### src/rtl/uart_pkg.sv
// uart_pkg: 16550 register map, LSR bits, init constants and driver FSM states
package uart_pkg;
  localparam logic [2:0] REG_THR = 3'd0;
  localparam logic [2:0] REG_RBR = 3'd0;
  localparam logic [2:0] REG_DLL = 3'd0;
  localparam logic [2:0] REG_IER = 3'd1;
  localparam logic [2:0] REG_DLM = 3'd1;
  localparam logic [2:0] REG_FCR = 3'd2;
  localparam logic [2:0] REG_IIR = 3'd2;
  localparam logic [2:0] REG_LCR = 3'd3;
  localparam logic [2:0] REG_MCR = 3'd4;
  localparam logic [2:0] REG_LSR = 3'd5;
  localparam logic [2:0] REG_MSR = 3'd6;
  localparam logic [2:0] REG_SCR = 3'd7;
  localparam int LSR_THRE = 5;
  localparam int LSR_TEMT = 6;
  localparam logic [7:0] LCR_DLAB = 8'h80;
  localparam logic [7:0] LCR_8N1  = 8'h03;
  localparam logic [7:0] FCR_INIT = 8'h07;
  localparam logic [7:0] IER_INIT = 8'h00;
  typedef enum logic [1:0] {ST_INIT, ST_IDLE, ST_POLL, ST_TX} state_e;
  // {register index, value} for each programming step
  function automatic logic [10:0] init_step(input logic [2:0] s, input logic [15:0] div);
    return s == 3'd0 ? {REG_LCR, LCR_DLAB} :
           s == 3'd1 ? {REG_DLL, div[7:0]} :
           s == 3'd2 ? {REG_DLM, div[15:8]} :
           s == 3'd3 ? {REG_LCR, LCR_8N1} :
           s == 3'd4 ? {REG_FCR, FCR_INIT} : {REG_IER, IER_INIT};
  endfunction
endpackage

### src/rtl/apb_uart_xfer.sv
// apb_uart_xfer: single APB transfer engine; SETUP then ACCESS held until pready
module apb_uart_xfer (
  input  logic        clk_i,
  input  logic        rst_i,
  input  logic        req_i,
  input  logic        write_i,
  input  logic [31:0] addr_i,
  input  logic [31:0] wdata_i,
  output logic        done_o,
  output logic        err_o,
  output logic [31:0] rdata_o,
  output logic [31:0] paddr_o,
  output logic        psel_o,
  output logic        penable_o,
  output logic        pwrite_o,
  output logic [31:0] pwdata_o,
  input  logic [31:0] prdata_i,
  input  logic        pready_i,
  input  logic        pslverr_i
);
  logic        psel_q, penable_q, pwrite_q;
  logic [31:0] paddr_q, pwdata_q;
  assign done_o    = penable_q & pready_i;
  assign err_o     = done_o & pslverr_i;
  assign rdata_o   = prdata_i;
  assign psel_o    = psel_q;
  assign penable_o = penable_q;
  assign pwrite_o  = pwrite_q;
  assign paddr_o   = paddr_q;
  assign pwdata_o  = pwdata_q;
  // a request is only taken while deselected, which forces the idle gap after each completion
  always_ff @(posedge clk_i or posedge rst_i) begin
    if (rst_i) begin
      psel_q    <= 1'b0;
      penable_q <= 1'b0;
      pwrite_q  <= 1'b0;
      paddr_q   <= '0;
      pwdata_q  <= '0;
    end else if (!psel_q) begin
      psel_q <= req_i;
      if (req_i) begin
        paddr_q  <= addr_i;
        pwdata_q <= wdata_i;
        pwrite_q <= write_i;
      end
    end else begin
      penable_q <= !done_o;
      psel_q    <= !done_o;
    end
  end
endmodule

### src/rtl/apb_uart_tx_driver.sv
// apb_uart_tx_driver: programs a 16550 UART over APB, then streams FIFO-buffered bytes to THR
// APB_UART_LSR_POLL_EN: read LSR and require THRE before every THR write
module apb_uart_tx_driver
  import uart_pkg::*;
#(
  parameter logic [31:0] BASE_ADDR  = 32'h0,
  parameter logic [15:0] DIVISOR    = 16'd1,
  parameter int          FIFO_DEPTH = 4
) (
  input  logic        clk_i,
  input  logic        rst_i,
  input  logic [7:0]  data_i,
  input  logic        valid_i,
  output logic        ready_o,
  output logic        init_done_o,
  output logic        busy_o,
  output logic        err_o,
  output logic [31:0] paddr_o,
  output logic        psel_o,
  output logic        penable_o,
  output logic        pwrite_o,
  output logic [31:0] pwdata_o,
  input  logic [31:0] prdata_i,
  input  logic        pready_i,
  input  logic        pslverr_i
);
  localparam int AW = $clog2(FIFO_DEPTH);
  localparam int CW = AW + 1;
  localparam logic [CW-1:0] FULL = CW'(FIFO_DEPTH);
  state_e        state_q;
  logic [2:0]    step_q;
  logic          init_done_q, err_q;
  logic [7:0]    mem_q [FIFO_DEPTH];
  logic [AW-1:0] wp_q, rp_q;
  logic [CW-1:0] cnt_q;
  logic          push_w, pop_w, empty_w, req_w, write_w, done_w, xerr_w, unused_w;
  logic [2:0]    idx_w;
  logic [7:0]    byte_w;
  logic [10:0]   init_w;
  logic [31:0]   rdata_w;
  assign empty_w     = cnt_q == '0;
  assign ready_o     = init_done_q & (cnt_q != FULL);
  assign push_w      = valid_i & ready_o;
  assign pop_w       = state_q == ST_TX & done_w;
  assign busy_o      = !empty_w | psel_o;
  assign init_done_o = init_done_q;
  assign err_o       = err_q;
  assign init_w      = init_step(step_q, DIVISOR);
  assign req_w       = state_q == ST_IDLE ? !empty_w | push_w : 1'b1;
  // an empty FIFO forwards the byte being pushed so THR SETUP follows the push directly
  assign byte_w      = state_q == ST_INIT ? init_w[7:0] : empty_w ? data_i : mem_q[rp_q];
  assign unused_w    = ^rdata_w;
`ifdef APB_UART_LSR_POLL_EN
  assign idx_w   = state_q == ST_INIT ? init_w[10:8] : state_q == ST_IDLE ? REG_LSR : REG_THR;
  assign write_w = state_q != ST_IDLE;
`else
  assign idx_w   = state_q == ST_INIT ? init_w[10:8] : REG_THR;
  assign write_w = 1'b1;
`endif
  apb_uart_xfer u_xfer (
    .clk_i     (clk_i),
    .rst_i     (rst_i),
    .req_i     (req_w),
    .write_i   (write_w),
    .addr_i    (BASE_ADDR + {27'd0, idx_w, 2'b00}),
    .wdata_i   ({24'd0, byte_w}),
    .done_o    (done_w),
    .err_o     (xerr_w),
    .rdata_o   (rdata_w),
    .paddr_o   (paddr_o),
    .psel_o    (psel_o),
    .penable_o (penable_o),
    .pwrite_o  (pwrite_o),
    .pwdata_o  (pwdata_o),
    .prdata_i  (prdata_i),
    .pready_i  (pready_i),
    .pslverr_i (pslverr_i)
  );
  always_ff @(posedge clk_i or posedge rst_i) begin
    if (rst_i) begin
      state_q     <= ST_INIT;
      step_q      <= '0;
      init_done_q <= 1'b0;
      err_q       <= 1'b0;
    end else begin
      err_q <= err_q | xerr_w;
      case (state_q)
        ST_INIT: if (done_w) begin
          step_q <= step_q + 3'd1;
          if (step_q == 3'd5) begin
            state_q     <= ST_IDLE;
            init_done_q <= 1'b1;
          end
        end
`ifdef APB_UART_LSR_POLL_EN
        ST_IDLE: if (req_w) state_q <= ST_POLL;
        ST_POLL: if (done_w) state_q <= rdata_w[LSR_THRE] & !xerr_w ? ST_TX : ST_IDLE;
`else
        ST_IDLE: if (req_w) state_q <= ST_TX;
`endif
        ST_TX: if (done_w) state_q <= ST_IDLE;
        default: state_q <= ST_INIT;
      endcase
    end
  end
  always_ff @(posedge clk_i) if (push_w) mem_q[wp_q] <= data_i;
  always_ff @(posedge clk_i or posedge rst_i) begin
    if (rst_i) begin
      wp_q  <= '0;
      rp_q  <= '0;
      cnt_q <= '0;
    end else begin
      wp_q  <= wp_q + AW'(push_w);
      rp_q  <= rp_q + AW'(pop_w);
      cnt_q <= cnt_q + CW'(push_w) - CW'(pop_w);
    end
  end
endmodule

### config.mk
export PLATFORM = sky130hd
export DESIGN_NAME = apb_uart_tx_driver
export DESIGN_NICKNAME = d
export VERILOG_FILES = /design/src/rtl/uart_pkg.sv /design/src/rtl/apb_uart_xfer.sv /design/src/rtl/apb_uart_tx_driver.sv
export SDC_FILE = /design/constraint.sdc
export NUM_CORES = 1
export LEC_CHECK = 0
export ABC_AREA = 1
export BUFFER_PORTS_ARGS = -buffer_cell sky130_fd_sc_hd__buf_2
export CAP_MARGIN = 25
export CORE_MARGIN = 3
export CORE_UTILIZATION = 35
export DETAILED_ROUTE_END_ITERATION = 7
export PLACE_DENSITY_LB_ADDON = 0.25
export SETUP_SLACK_MARGIN = 0.5
export SYNTH_ARGS = -nofsm -noshare
export SYNTH_HDL_FRONTEND = slang
export SYNTH_SLANG_ARGS = --single-unit
### constraint.sdc
create_clock -name clk_i -period 4.04 [get_ports clk_i]
set_clock_uncertainty 0.2 [all_clocks]
set_input_delay 0.606 -clock clk_i [delete_from_list [all_inputs] [get_ports clk_i]]
set_output_delay 0.606 -clock clk_i [all_outputs]
set_load 0.01 [all_outputs]
# After elaboration in Yosys (flattened, before gate mapping)
# Memory sizes are Yosys's and may differ from the RTL's.
# Cells that the tools add are included.
classes:
  eq_ne: 12
  n_mux: 17
  n_addsub: 5
  reduce_logical: 9
  n_bitwise: 9
op_table:
  columns: ["operator", "count"]
  rows:
  - ["two-way mux 10 bit", 5]
  - ["two-way mux 8 bit", 2]
  - ["two-way mux 2 bit", 5]
  - ["equality test 3 x 2 -> 1 bit, second input constant", 2]
  - ["equality test 3 bit, second input constant", 2]
  - ["logical NOT 3 bit", 2]
  - ["case mux 2 bit (3 select lines)", 1]
  - ["AND 1 bit", 5]
  - ["adder 2 x 1 -> 2 bit", 2]
  - ["two-way mux 1 bit", 4]
  - ["!= test 2 x 1 -> 1 bit, second input constant", 2]
  - ["!= test 2 bit, second input constant", 2]
  - ["AND reduction 2 bit", 2]
  - ["AND reduction 4 bit", 1]
  - ["adder 3 x 1 -> 3 bit", 1]
  - ["adder 3 x 1 -> 3 bit, second input constant", 1]
  - ["equality test 3 x 1 -> 1 bit, second input constant", 1]
  - ["!= test 3 bit, second input constant", 1]
  - ["OR 1 bit", 3]
  - ["AND reduction 3 bit", 1]
  - ["subtractor 3 x 1 -> 3 bit", 1]
  - ["equality test 2 x 1 -> 1 bit, second input constant", 1]
  - ["equality test 2 bit, second input constant", 1]
  - ["logical NOT 1 bit", 2]
  - ["2 further kinds", 2]
word_totals:
  ram_bits: 32
  output_inout_bits: 71
  reg_bits: 28
  memories: 1
  in_bits: 45
memory_table:
  columns: ["memory", "words", "word_bits", "rd", "rd_clocked_by_memory_dff", "wr", "line", "source"]
  rows:
  - ["mem_q", 4, 8, 1, 0, 1, "apb_uart_tx_driver.sv:33", "logic [7:0] mem_q [FIFO_DEPTH];"]

# Depth between registers and ports, before layout
# Gate-level depths: netlist (run 1).
logic_depth:
  depth_word: 7
  mapped_depth: 9

# Modules after synthesis
# From an unflattened synthesis (run 1), not the netlist that was laid out.
hier_totals:
  cells_unflattened: 570
  hier_area_um2: 5236.3
by_module_without_submodules:
  columns: ["mod", "n_inst", "area_per_inst_um2", "cells_each", "seq_area_each_um2"]
  rows:
  - ["apb_uart_xfer", 1, 2900.3, 326, 1676.6]
  - ["apb_uart_tx_driver", 1, 2336.0, 244, 1311.3]

# Worst setup path after synthesis (run 1)
# No wires, ideal clock.
synth_path:
  path_type: "input -> register"
  start: "in pready_i"
  end: "reg cnt_q[2]"
  path_stages: 8
  setup_time_ns: 0.123
  arrival_ns: 1.747
  path_slack_ns: 1.970
  path_cell_list: "nand2_1 -> nor2_1 -> ha_1 -> inv_1 -> ha_1 -> inv_1 -> fa_1 -> xnor2_1"
synth_between:
  elab_chain_cells: 3
synth_rtl:
  columns: ["item", "line", "source"]
  rows:
  - ["from (decl)", "apb_uart_tx_driver.sv:24", "input logic pready_i,"]
  - ["AND 1 bit", "apb_uart_xfer.sv:23", "assign done_o = penable_q & pready_i;"]
  - ["AND 1 bit", "apb_uart_tx_driver.sv:44", "assign pop_w = state_q == ST_TX & done_w;"]
  - ["subtractor 3 x 1 -> 3 bit", "apb_uart_tx_driver.sv:115", "cnt_q <= cnt_q + CW'(push_w) - CW'(pop_w);"]
  - ["to (signal assigned)", "apb_uart_tx_driver.sv:115", null]
  - ["to (decl)", "apb_uart_tx_driver.sv:35", "logic [CW-1:0] cnt_q;"]
# Every way passes these cells.
# A chain may end at the register's enable or synchronous reset.

# Worst setup path after layout (run 1)
layout_path:
  start: "reg cnt_q[1]"
  end: "out busy_o"
layout_between:
  elab_chain_cells: 3
layout_rtl:
  columns: ["item", "line", "source"]
  rows:
  - ["logical NOT 3 bit", "apb_uart_tx_driver.sv:41", "assign empty_w = cnt_q == '0;"]
  - ["logical NOT 1 bit", "apb_uart_tx_driver.sv:45", "assign busy_o = !empty_w | psel_o;"]
  - ["OR 1 bit", "apb_uart_tx_driver.sv:45", null]
  - ["to (decl)", "apb_uart_tx_driver.sv:16", "output logic busy_o,"]
# Every way passes these cells.

==> flow_metrics.py, run 1 <==
metrics = {
    "worst_setup_path": {
        "path_class": "reg -> out",
        "endpoint": "busy_o",
        "cp_max_fo": 10,
        "start_kind": "flip-flop",
        "worst_r2r_path_depth": 6,
        "crit_arrival_ns": 1.64,
        "worstPathRequired_ns": 3.23,
        "r2r_setup_slack_ns": 1.84,
        "critPathCaptureType": "primary output",
        "reg2reg_to": "mem_q[3][0]",
        "timing.rr.start": "cnt_q[1]",
        "startpoint": "cnt_q[1]",
    },
    "yosys": {
        "synth_warnings": 0,
        "ys_seq_area_share_pct": 52.2,
        "syn_inst": 345,
        "synth_cell_types": 27,
        "netlist_area_sq_um": 3130,
        "ys_seq_elements": 59,
        "avgSynthCellArea_sq_um": 9.08,
    },
    "clock_tree": {
        "clk_latency_ns": 0.34,
        "cts_buffers": 9,
        "cts_buffer_depth": 2,
        "h-tree-depth": 3,
        "cts.sinks": 59,
        "root_buffer": "clkbuf_8",
        "post_cts_buffers": 0,
        "cts_hold_buf": 0,
        "clkSlewWorstSetupHoldPaths_ns": 0.06,
        "tritoncts": "done",
        "cts.repair.resized": 0,
    },
    "route": {
        "drt-total-wl_um": 5620,
        "top_layer_used": "met4",
        "drt-pass1-iter-count": 4,
        "drcViolationCount": 0,
        "drtIter0Drc": 82,
        "avgViaCountPerCell": 4.16,
        "wl_met3_um": 397,
        "vias": 2040,
        "wl_per_cell_um": 11.5,
        "drtAntennaViolNets": 0,
        "m1WireLength_um": 2540,
        "wl_met2_um": 2590,
    },
    "pwr": {
        "p_per_area_nw_per_um2": 643,
        "leakage_nw": 1.71,
        "total_power_mw": 2.18,
        "vdd_ir_drop_max_mv": 0.350,
    },
    "timing": {
        "report.final.slew_viol_count": 0,
        "setup_tns_ns": 0,
        "setup_viol": 0,
        "fin_crit_sh_pct": 60.4,
        "worstMarginPinSlew_ns": 0.823,
        "fmax_mhz": 410,
        "hold_viol_final": 0,
        "rsz0062_at_grt": "false",
        "relSlewSlack_pct": 45.0,
        "setup_ws_ns": 1.60,
        "fin_crit_ns": 2.44,
    },
    "placed_design": {
        "place.gp.congestion": 0.740,
        "io_buffer_count": 29,
        "place_hpwl_um": 4080,
        "pre_cts_ws_ns": 1.69,
        "post_dp_cell_area_sq_um": 3210,
    },
    "layout": {
        "post-route-util_pct": 40.0,
        "drive_gt1_share_pct": 14.0,
        "syn_to_final_growth_pct": 8.10,
        "finalInstanceArea_sq_um": 3390,
        "diodes": 0,
        "final_common_cell": "nand2_1",
        "layout_common_cells": "nand2_1, conb_1, inv_1",
        "fin_nets": 434,
    },
    "floorplan": {
        "coreArea_sq_um": 8460,
        "rows": 33,
        "start_util_pct": 37.0,
        "fp.dieH_um": 101,
        "die-area_sq_um": 10100,
        "ios": 116,
        "die_w_um": 101,
    },
    "global_routing": {
        "antenna_found_initial": 0,
        "grt_max_degree": 26,
        "grt_pass1_vias": 1844,
        "grt_pass1_wl_um": 8940,
        "track_usage_pct": 11.7,
        "gr-total-overflow": 0,
    },
    "status": {
        "outcome": "complete, no violations",
    },
    "hold_path": {
        "holdCritPathClass": "in -> async",
    },
    "flow_run": {
        "max_cap_violations": 0,
    },
}
==> how the worst min path moves through the flow <==
stage / from / to / slack (ns) / depth (start not counted)
2_1_floorplan: wp_q[0] / wp_q[0] / 0.25 / 2
3_3_place_gp: err_o / err_o / 0.24 / 1
3_5_place_dp: err_o / err_o / 0.24 / 1
4_1_cts: rst_i / rp_q[0] / 0.03 / 2
5_1_grt: rst_i / rp_q[0] / 0.04 / 2
6_report: rst_i / rp_q[0] / 0.03 / 2
==> synthesized netlist by cell type <==
library cell / n / share of area, %
a21o_1: 1 / 0.24
a21oi_1: 3 / 0.48
buf_2: 3 / 0.48
buf_4: 54 / 13
buf_6: 1 / 0.36
clkinv_1: 1 / 0.12
conb_1: 1 / 0.12
dfrtp_1: 27 / 22
edfxtp_1: 32 / 31
fa_1: 1 / 0.64
ha_1: 7 / 2.8
inv_1: 34 / 4.1
nand2_1: 111 / 13
nand2_2: 1 / 0.20
nand2_4: 2 / 0.72
nand3_1: 13 / 2.1
nand3_2: 1 / 0.32
nand3b_1: 3 / 0.72
nor2_1: 29 / 3.5
nor2_2: 1 / 0.20
nor2_4: 3 / 1.1
o21ai_0: 6 / 0.96
o31ai_1: 1 / 0.24
or2_1: 1 / 0.20
or2_2: 2 / 0.40
xnor2_1: 2 / 0.56
xor2_1: 4 / 1.1
==> through the flow <==
step           hold slack, ns  instances
2_1_floorplan           0.250        398
3_3_place_gp            0.243        474
3_5_place_dp            0.242        475
4_1_cts                0.0281        490
5_1_grt                0.0441        490
6_report               0.0295        490
==> kinds of logic after synthesis <==
kind of cell	share of synthesized area (%)
buffers and inverters	18.0
XOR/XNOR	1.68
AO/OA/AOI/OAI	1.92
flip-flops	52.2
other	0.120
adder cells (fa/ha/maj)	3.43
AND/OR/NAND/NOR	22.7
==> sequential cells by signal, indices dropped and copies added, names as in the netlist, 2 cells and up <==
signal and cells:
cnt_q 3, mem_q 32, rp_q 2, state_q 2, step_q 3, u_xfer.paddr_o 2
u_xfer.pwdata_o 8, wp_q 2
==> per-layer routing <==
| layer | up-vias | global-route usage, % |
|---|---|---|
| met5 | - | 0 |
| met1 | 918 | 14.7 |
| met3 | 9 | 3.32 |
| met2 | 80 | 18.2 |
| met4 | 0 | 6.22 |
| li1 | 1033 | - |
==> layout make-up <==
cell class,count,area (sq um)
multi-input combinational,246,1130
sequential,59,1640
clock buffer,10,128
clock inverter,5,55.1
fill,843,5080
tap,105,131
inverter,35,131
timing repair buffer,30,173
==> power by group <==
group,internal [mW],switching [mW]
logic,0.257,0.480
clock network,0.279,0.227
registers,0.803,0.135
total,1.34,0.841
==> critical path, cell delays in order, from the launching register on <==
cell     delay [ns]
dfrtp_1        0.45
nor2_4         0.22
nand2_4        0.14
inv_1          0.23
nand2_1        0.11
buf_2          0.15
No activity file was read; power rests on OpenSTA's default activity.
==> run 2: changes to the inputs <==
--- a/config.mk
+++ b/config.mk
@@ -5,7 +5,7 @@
 export SDC_FILE = /design/constraint.sdc
 export NUM_CORES = 1
 export LEC_CHECK = 0
-export ABC_AREA = 1
+export ABC_AREA = 0
 export BUFFER_PORTS_ARGS = -buffer_cell sky130_fd_sc_hd__buf_2
 export CAP_MARGIN = 25
 export CORE_MARGIN = 3
==> constraint.sdc (replaced) <==
create_clock -name clk_i -period 2.5 [get_ports clk_i]
set_clock_uncertainty 0.2 [all_clocks]
set_input_delay 0.375 -clock clk_i [delete_from_list [all_inputs] [get_ports clk_i]]
set_output_delay 0.375 -clock clk_i [all_outputs]
set_load 0.01 [all_outputs]
==> run 2 against run 1 <==
Compared with the run above: register-to-register slack worse by 1.5 ns; critical path depth grew 5; worst setup slack lost 1.3 ns; via count is 17% lower; flip-flop and latch count unchanged; clock power rose by 61%; hold slack better by 0.049 ns; wire length shrank 4.4%; combinational power is 110% higher; area after synthesis shrank 3.7%; critical endpoint is now cnt_q[2]; highest routed layer unchanged.
==> flow_metrics.py, run 2 <==
metrics = {
    "status": {
        "outcome": "complete, no violations",
    },
    "yosys": {
        "synthAdderAreaFrac_pct": 3.57,
        "synth_flop_cell": "edfxtp_1",
        "synth_simple_gate_area_share_pct": 7.92,
        "synth_commonest_cells": "buf_4, edfxtp_1, dfrtp_1",
        "synth_warnings": 0,
        "netlist_area_sq_um": 3020,
        "synth_edf_count": 32,
        "ys_async_sr_fraction_pct": 45.8,
        "synth_top_area_cell": "edfxtp_1",
        "ys_seq_elements": 59,
        "synth_cell_types": 46,
        "yosysTopAreaCellShare_pct": 31.8,
        "synth_compound_area_share_pct": 8.21,
        "synth_most_common_cell": "buf_4",
        "post_synth_main_area_contributors": "edfxtp_1, dfrtp_1, buf_4",
        "avgSynthCellArea_sq_um": 13.2,
        "muxShareOfSynthArea_pct": 7.30,
        "synth_xor_area_share_pct": 2.03,
        "synth_top_family_by_area": "buffers and inverters",
        "syn_inst": 229,
        "ys_seq_area_share_pct": 54.2,
    },
    "route": {
        "drtIter0Drc": 97,
        "vias": 1692,
        "drcViolationCount": 0,
        "avgViaCountPerCell": 4.36,
        "drt-pass1-iter-count": 4,
        "drt-total-wl_um": 5370,
        "wl_per_cell_um": 13.8,
        "drtAntennaViolNets": 0,
    },
    "layout": {
        "final_common_cell": "conb_1",
        "syn_to_final_growth_pct": 12.4,
        "finalInstanceArea_sq_um": 3390,
        "drive_gt1_share_pct": 37.1,
        "stdcell_count": 388,
        "layout_common_cells": "conb_1, edfxtp_1, buf_2",
        "regMostFlops": "mem_q",
        "diodes": 0,
        "fin_nets": 331,
        "largest_register_ffs": 32,
        "post-route-util_pct": 40.9,
    },
    "worst_setup_path": {
        "crit_slowest_cell": "dfrtp_2",
        "path_class": "reg -> reg",
        "cp_common_cell": "inv_2",
        "path_buf_inv": 4,
        "crit_arrival_ns": 2.18,
        "critPathTopFamily": "adder cells",
        "cp_max_fo": 2,
        "path_cells": "inv_2 > o311a_4 > inv_4 > ha_4 > inv_2 > ha_4 > inv_2 > fa_2 > xnor2_2 > xnor2_1",
        "worstPathRequired_ns": 2.51,
        "max_stage_delay_ns": 0.38,
        "start_kind": "flip-flop",
        "critPathCaptureType": "flip-flop",
    },
    "floorplan": {
        "die_w_um": 98.9,
        "coreArea_sq_um": 8300,
        "rows": 33,
        "fp.dieH_um": 98.9,
        "die-area_sq_um": 9770,
        "start_util_pct": 36.4,
        "ios": 116,
    },
    "global_routing": {
        "grt_pass1_wl_um": 8740,
        "gr-total-overflow": 0,
        "grt_max_degree": 18,
        "antenna_found_initial": 0,
        "track_usage_pct": 11.8,
        "grt_pass1_vias": 1675,
    },
    "placed_design": {
        "place.gp.congestion": 0.669,
        "io_buffer_count": 29,
        "place_hpwl_um": 3810,
        "pre_cts_ws_ns": 0.131,
        "placed_cells_incl_taps": 364,
        "post_dp_cell_area_sq_um": 3140,
    },
    "clock_tree": {
        "cts_buffers": 9,
        "h-tree-depth": 3,
        "root_buffer": "clkbuf_8",
        "cts.sinks": 59,
        "cts_buffer_depth": 2,
        "clk_latency_ns": 0.33,
        "tritoncts": "done",
        "clkSlewWorstSetupHoldPaths_ns": 0.07,
    },
    "timing": {
        "fin_crit_sh_pct": 86.8,
        "fin_crit_ns": 2.17,
        "setup_ws_ns": 0.330,
        "setup_viol": 0,
        "relSlewSlack_pct": 54.4,
        "rsz0062_at_grt": "true",
        "worstMarginPinSlew_ns": 0.683,
        "setup_tns_ns": 0,
        "report.final.slew_viol_count": 0,
        "fmax_mhz": 461,
        "holdWs_ns": 0.0787,
        "hold_viol_final": 0,
    },
    "pwr": {
        "p_per_area_nw_per_um2": 1170,
        "vdd_ir_drop_max_mv": 0.438,
        "leakage_nw": 1.46,
        "total_power_mw": 3.96,
    },
    "hold_path": {
        "holdCritPathClass": "in -> reg",
    },
    "flow_run": {
        "max_cap_violations": 0,
    },
}
==> run 2: kinds of logic (layout without fill, tap and decap cells) <==
| kind of cell | Yosys count | in the layout |
|---|---|---|
| multiplexers | 12 | 12 |
| AND/OR/NAND/NOR | 43 | 43 |
| adder cells (fa/ha/maj) | 8 | 8 |
| flip-flops | 59 | 59 |
| buffers and inverters | 69 | 70 |
| AO/OA/AOI/OAI | 30 | 30 |
| other | 1 | 54 |
| XOR/XNOR | 7 | 7 |
==> run 2: per-layer routing <==
| metal | up-vias | share of wire, % | global-route usage, % |
|---|---|---|---|
| met5 | - | 0 | 0 |
| met4 | 0 | 1.4 | 6.30 |
| met3 | 5 | 6.1 | 3.18 |
| met2 | 59 | 49 | 18.4 |
| met1 | 829 | 44 | 14.9 |
| li1 | 799 | - | - |
==> run 2: cell type report <==
class	instances	area, sq um
inverters	9	36.3
clock inverters	5	53.8
fillers	805	4910
repair buffers	45	272
well taps	105	131
clock buffers	11	131
multi-input cells	154	1130
flip-flops and latches	59	1640
==> run 2: final timing paths <==
kind                                 start            endpoint  slack (ns)  cells after the start
min                              data_i[5]         mem_q[2][5]        0.08                      1
min reg2reg                u_xfer.pwrite_o     u_xfer.pwrite_o        0.27                      1
max                               cnt_q[2]            cnt_q[2]        0.33                     10
min in group asynchronous            rst_i          state_q[0]        0.50                      3
max reg2reg                       cnt_q[2]            cnt_q[2]        0.33                     10
max in group asynchronous            rst_i  u_xfer.pwdata_o[4]        1.02                      4
==> run 2: repair_timing <==
action	in CTS	in global routing
buffers inserted	6	1
pin swaps	5	1
gates resized for setup	1	3
hold buffers	1	0
endpoints found under the setup margin	3	7
endpoints found under the hold margin	15	0
gates cloned	0	0
==> run 2: report_power, final <==
part | leakage [nW] | switching (mW) | internal, mW
Sequential | 0.602 | 0.266 | 1.31
Clock | 0.0870 | 0.362 | 0.456
Combinational | 0.770 | 0.801 | 0.766
Total | 1.46 | 1.43 | 2.53
==> run 3: changes to the inputs <==
--- a/config.mk
+++ b/config.mk
@@ -6,11 +6,12 @@
 export NUM_CORES = 1
 export LEC_CHECK = 0
 export ABC_AREA = 0
-export BUFFER_PORTS_ARGS = -buffer_cell sky130_fd_sc_hd__buf_2
+export BUFFER_PORTS_ARGS = -buffer_cell sky130_fd_sc_hd__buf_4
 export CAP_MARGIN = 25
 export CORE_MARGIN = 3
 export CORE_UTILIZATION = 35
 export DETAILED_ROUTE_END_ITERATION = 7
+export GPL_ROUTABILITY_DRIVEN = 0
 export PLACE_DENSITY_LB_ADDON = 0.25
 export SETUP_SLACK_MARGIN = 0.5
 export SYNTH_ARGS = -nofsm -noshare
==> run 3 against run 2 <==
Compared with the run above: fmax is 0.93% higher; critical path depth shrank 1; non-clock buffer count is 2 higher; critical path type unchanged; largest cell class unchanged; highest routed layer unchanged; sequential power barely moved; combinational power increased by 4%.
==> flow_metrics.py, run 3 (synthesis results as in run 2) <==
metrics = {
    "status": {
        "outcome": "complete, no violations",
    },
    "clock_tree": {
        "cts_buffer_depth": 2,
        "cts_buffers": 9,
        "h-tree-depth": 3,
        "tritoncts": "done",
        "root_buffer": "clkbuf_8",
        "clkSlewWorstSetupHoldPaths_ns": 0.07,
        "clk_latency_ns": 0.33,
        "cts.sinks": 59,
    },
    "worst_setup_path": {
        "path_cells": "o311a_4 > inv_4 > ha_4 > inv_2 > ha_4 > inv_2 > fa_2 > xnor2_2 > xnor2_1",
        "crit_slowest_cell": "dfrtp_2",
        "path_buf_inv": 3,
        "worst_r2r_path_depth": 9,
        "crit_arrival_ns": 2.17,
        "critPathCaptureType": "flip-flop",
        "worstPathRequired_ns": 2.52,
        "timing.rr.start": "cnt_q[1]",
        "path_class": "reg -> reg",
        "r2r_setup_slack_ns": 0.35,
        "reg2reg_to": "cnt_q[2]",
        "max_stage_delay_ns": 0.41,
        "critPathTopFamily": "adder cells",
        "start_kind": "flip-flop",
        "cp_max_fo": 2,
        "path_depth": 9,
    },
    "pwr": {
        "p_per_area_nw_per_um2": 1190,
        "leakage_nw": 1.52,
        "vdd_ir_drop_max_mv": 0.512,
        "total_power_mw": 4.18,
    },
    "layout": {
        "drive_gt1_share_pct": 37.5,
        "largest_register_ffs": 32,
        "regMostFlops": "mem_q",
        "syn_to_final_growth_pct": 16.3,
        "diodes": 0,
        "final_common_cell": "conb_1",
        "fill_cells": 775,
        "layout_common_cells": "conb_1, buf_4, edfxtp_1",
        "fin_nets": 333,
    },
    "floorplan": {
        "fp.dieH_um": 98.9,
        "rows": 33,
        "coreArea_sq_um": 8300,
        "die-area_sq_um": 9770,
        "start_util_pct": 36.4,
        "die_w_um": 98.9,
        "ios": 116,
    },
    "hold_path": {
        "holdPathEnd": "mem_q[2][3]",
        "hp-start": "data_i[3]",
        "min_path_cells": 1,
        "holdCritPathClass": "in -> reg",
    },
    "route": {
        "drt-pass1-iter-count": 4,
        "wl_per_cell_um": 13.6,
        "vias": 1678,
        "drtAntennaViolNets": 0,
        "drtIter0Drc": 67,
        "avgViaCountPerCell": 4.30,
        "drt-total-wl_um": 5290,
        "drcViolationCount": 0,
    },
    "global_routing": {
        "gr-total-overflow": 0,
        "track_usage_pct": 11.5,
        "grt_pass1_vias": 1639,
        "grt_pass1_wl_um": 8490,
        "antenna_found_initial": 0,
        "grt_max_degree": 28,
    },
    "timing": {
        "rsz0062_at_grt": "true",
        "report.final.slew_viol_count": 0,
        "fin_crit_sh_pct": 86.0,
        "fmax_mhz": 465,
        "setup_viol": 0,
        "fin_crit_ns": 2.15,
        "hold_viol_final": 0,
        "setup_tns_ns": 0,
    },
    "placed_design": {
        "io_buffer_count": 29,
        "place_hpwl_um": 3730,
    },
    "flow_run": {
        "max_cap_violations": 0,
    },
}
run 3: cell count changes in the layout (fill, tap and decap cells not counted), sizes merged:
cell,before,now
buf,44,46
clkinvlp,2,0
bufinv,1,2
clkinv,2,3
run 3: where the power goes:
part	leakage, nW	switching [mW]	internal, mW
sequential	0.602	0.265	1.31
combinational	0.804	0.794	0.843
clock	0.111	0.376	0.585
total	1.52	1.43	2.74
run 3: timing repair:
action | CTS | global route
hold endpoints to repair | 27 | 0
hold buffers | 1 | 0
cloned | 0 | 0
buffers inserted | 6 | 3
setup endpoints to repair | 4 | 8
resized for setup | 0 | 2
pin swaps | 5 | 2
run 3: how the worst max path moves through the flow:
stage                        start       end
after global placement    cnt_q[2]  cnt_q[2]
after floorplan           cnt_q[2]  cnt_q[2]
final                     cnt_q[1]  cnt_q[2]
after detailed placement  cnt_q[2]  cnt_q[2]
after CTS                 cnt_q[1]  cnt_q[2]
after global routing      cnt_q[1]  cnt_q[2]
run 3: cell type report:
| class | instances | area [sq um] | area share (%) |
|---|---|---|---|
| clock buffers | 11 | 141 | 4.03 |
| clock inverters | 5 | 77.6 | 2.21 |
| inverters | 9 | 36.3 | 1.03 |
| multi-input cells | 154 | 1130 | 32.1 |
| flip-flops and latches | 59 | 1640 | 46.8 |
| well taps | 105 | 131 | 3.74 |
| repair buffers | 47 | 355 | 10.1 |
run 3: through the flow:
step                      cell area (sq um)  util, %  cells  setup WS, ns  hold slack [ns]
after global placement                 3210     38.7    364         0.200            0.255
after floorplan                        3270        -    282         0.258            0.228
after global routing                   3510     42.3    390         0.293           0.0369
after CTS                              3480     42.0    387         0.338           0.0392
final                                  3510     42.3    390         0.350           0.0490
after detailed placement               3210     38.7    364         0.186            0.260
run 3: layer usage:
metal  global-route usage [%]  share of wire [%]
met4                     5.36                1.9
met3                     3.68                5.3
met2                     17.3                 46
met5                        0                  0
met1                     15.1                 47
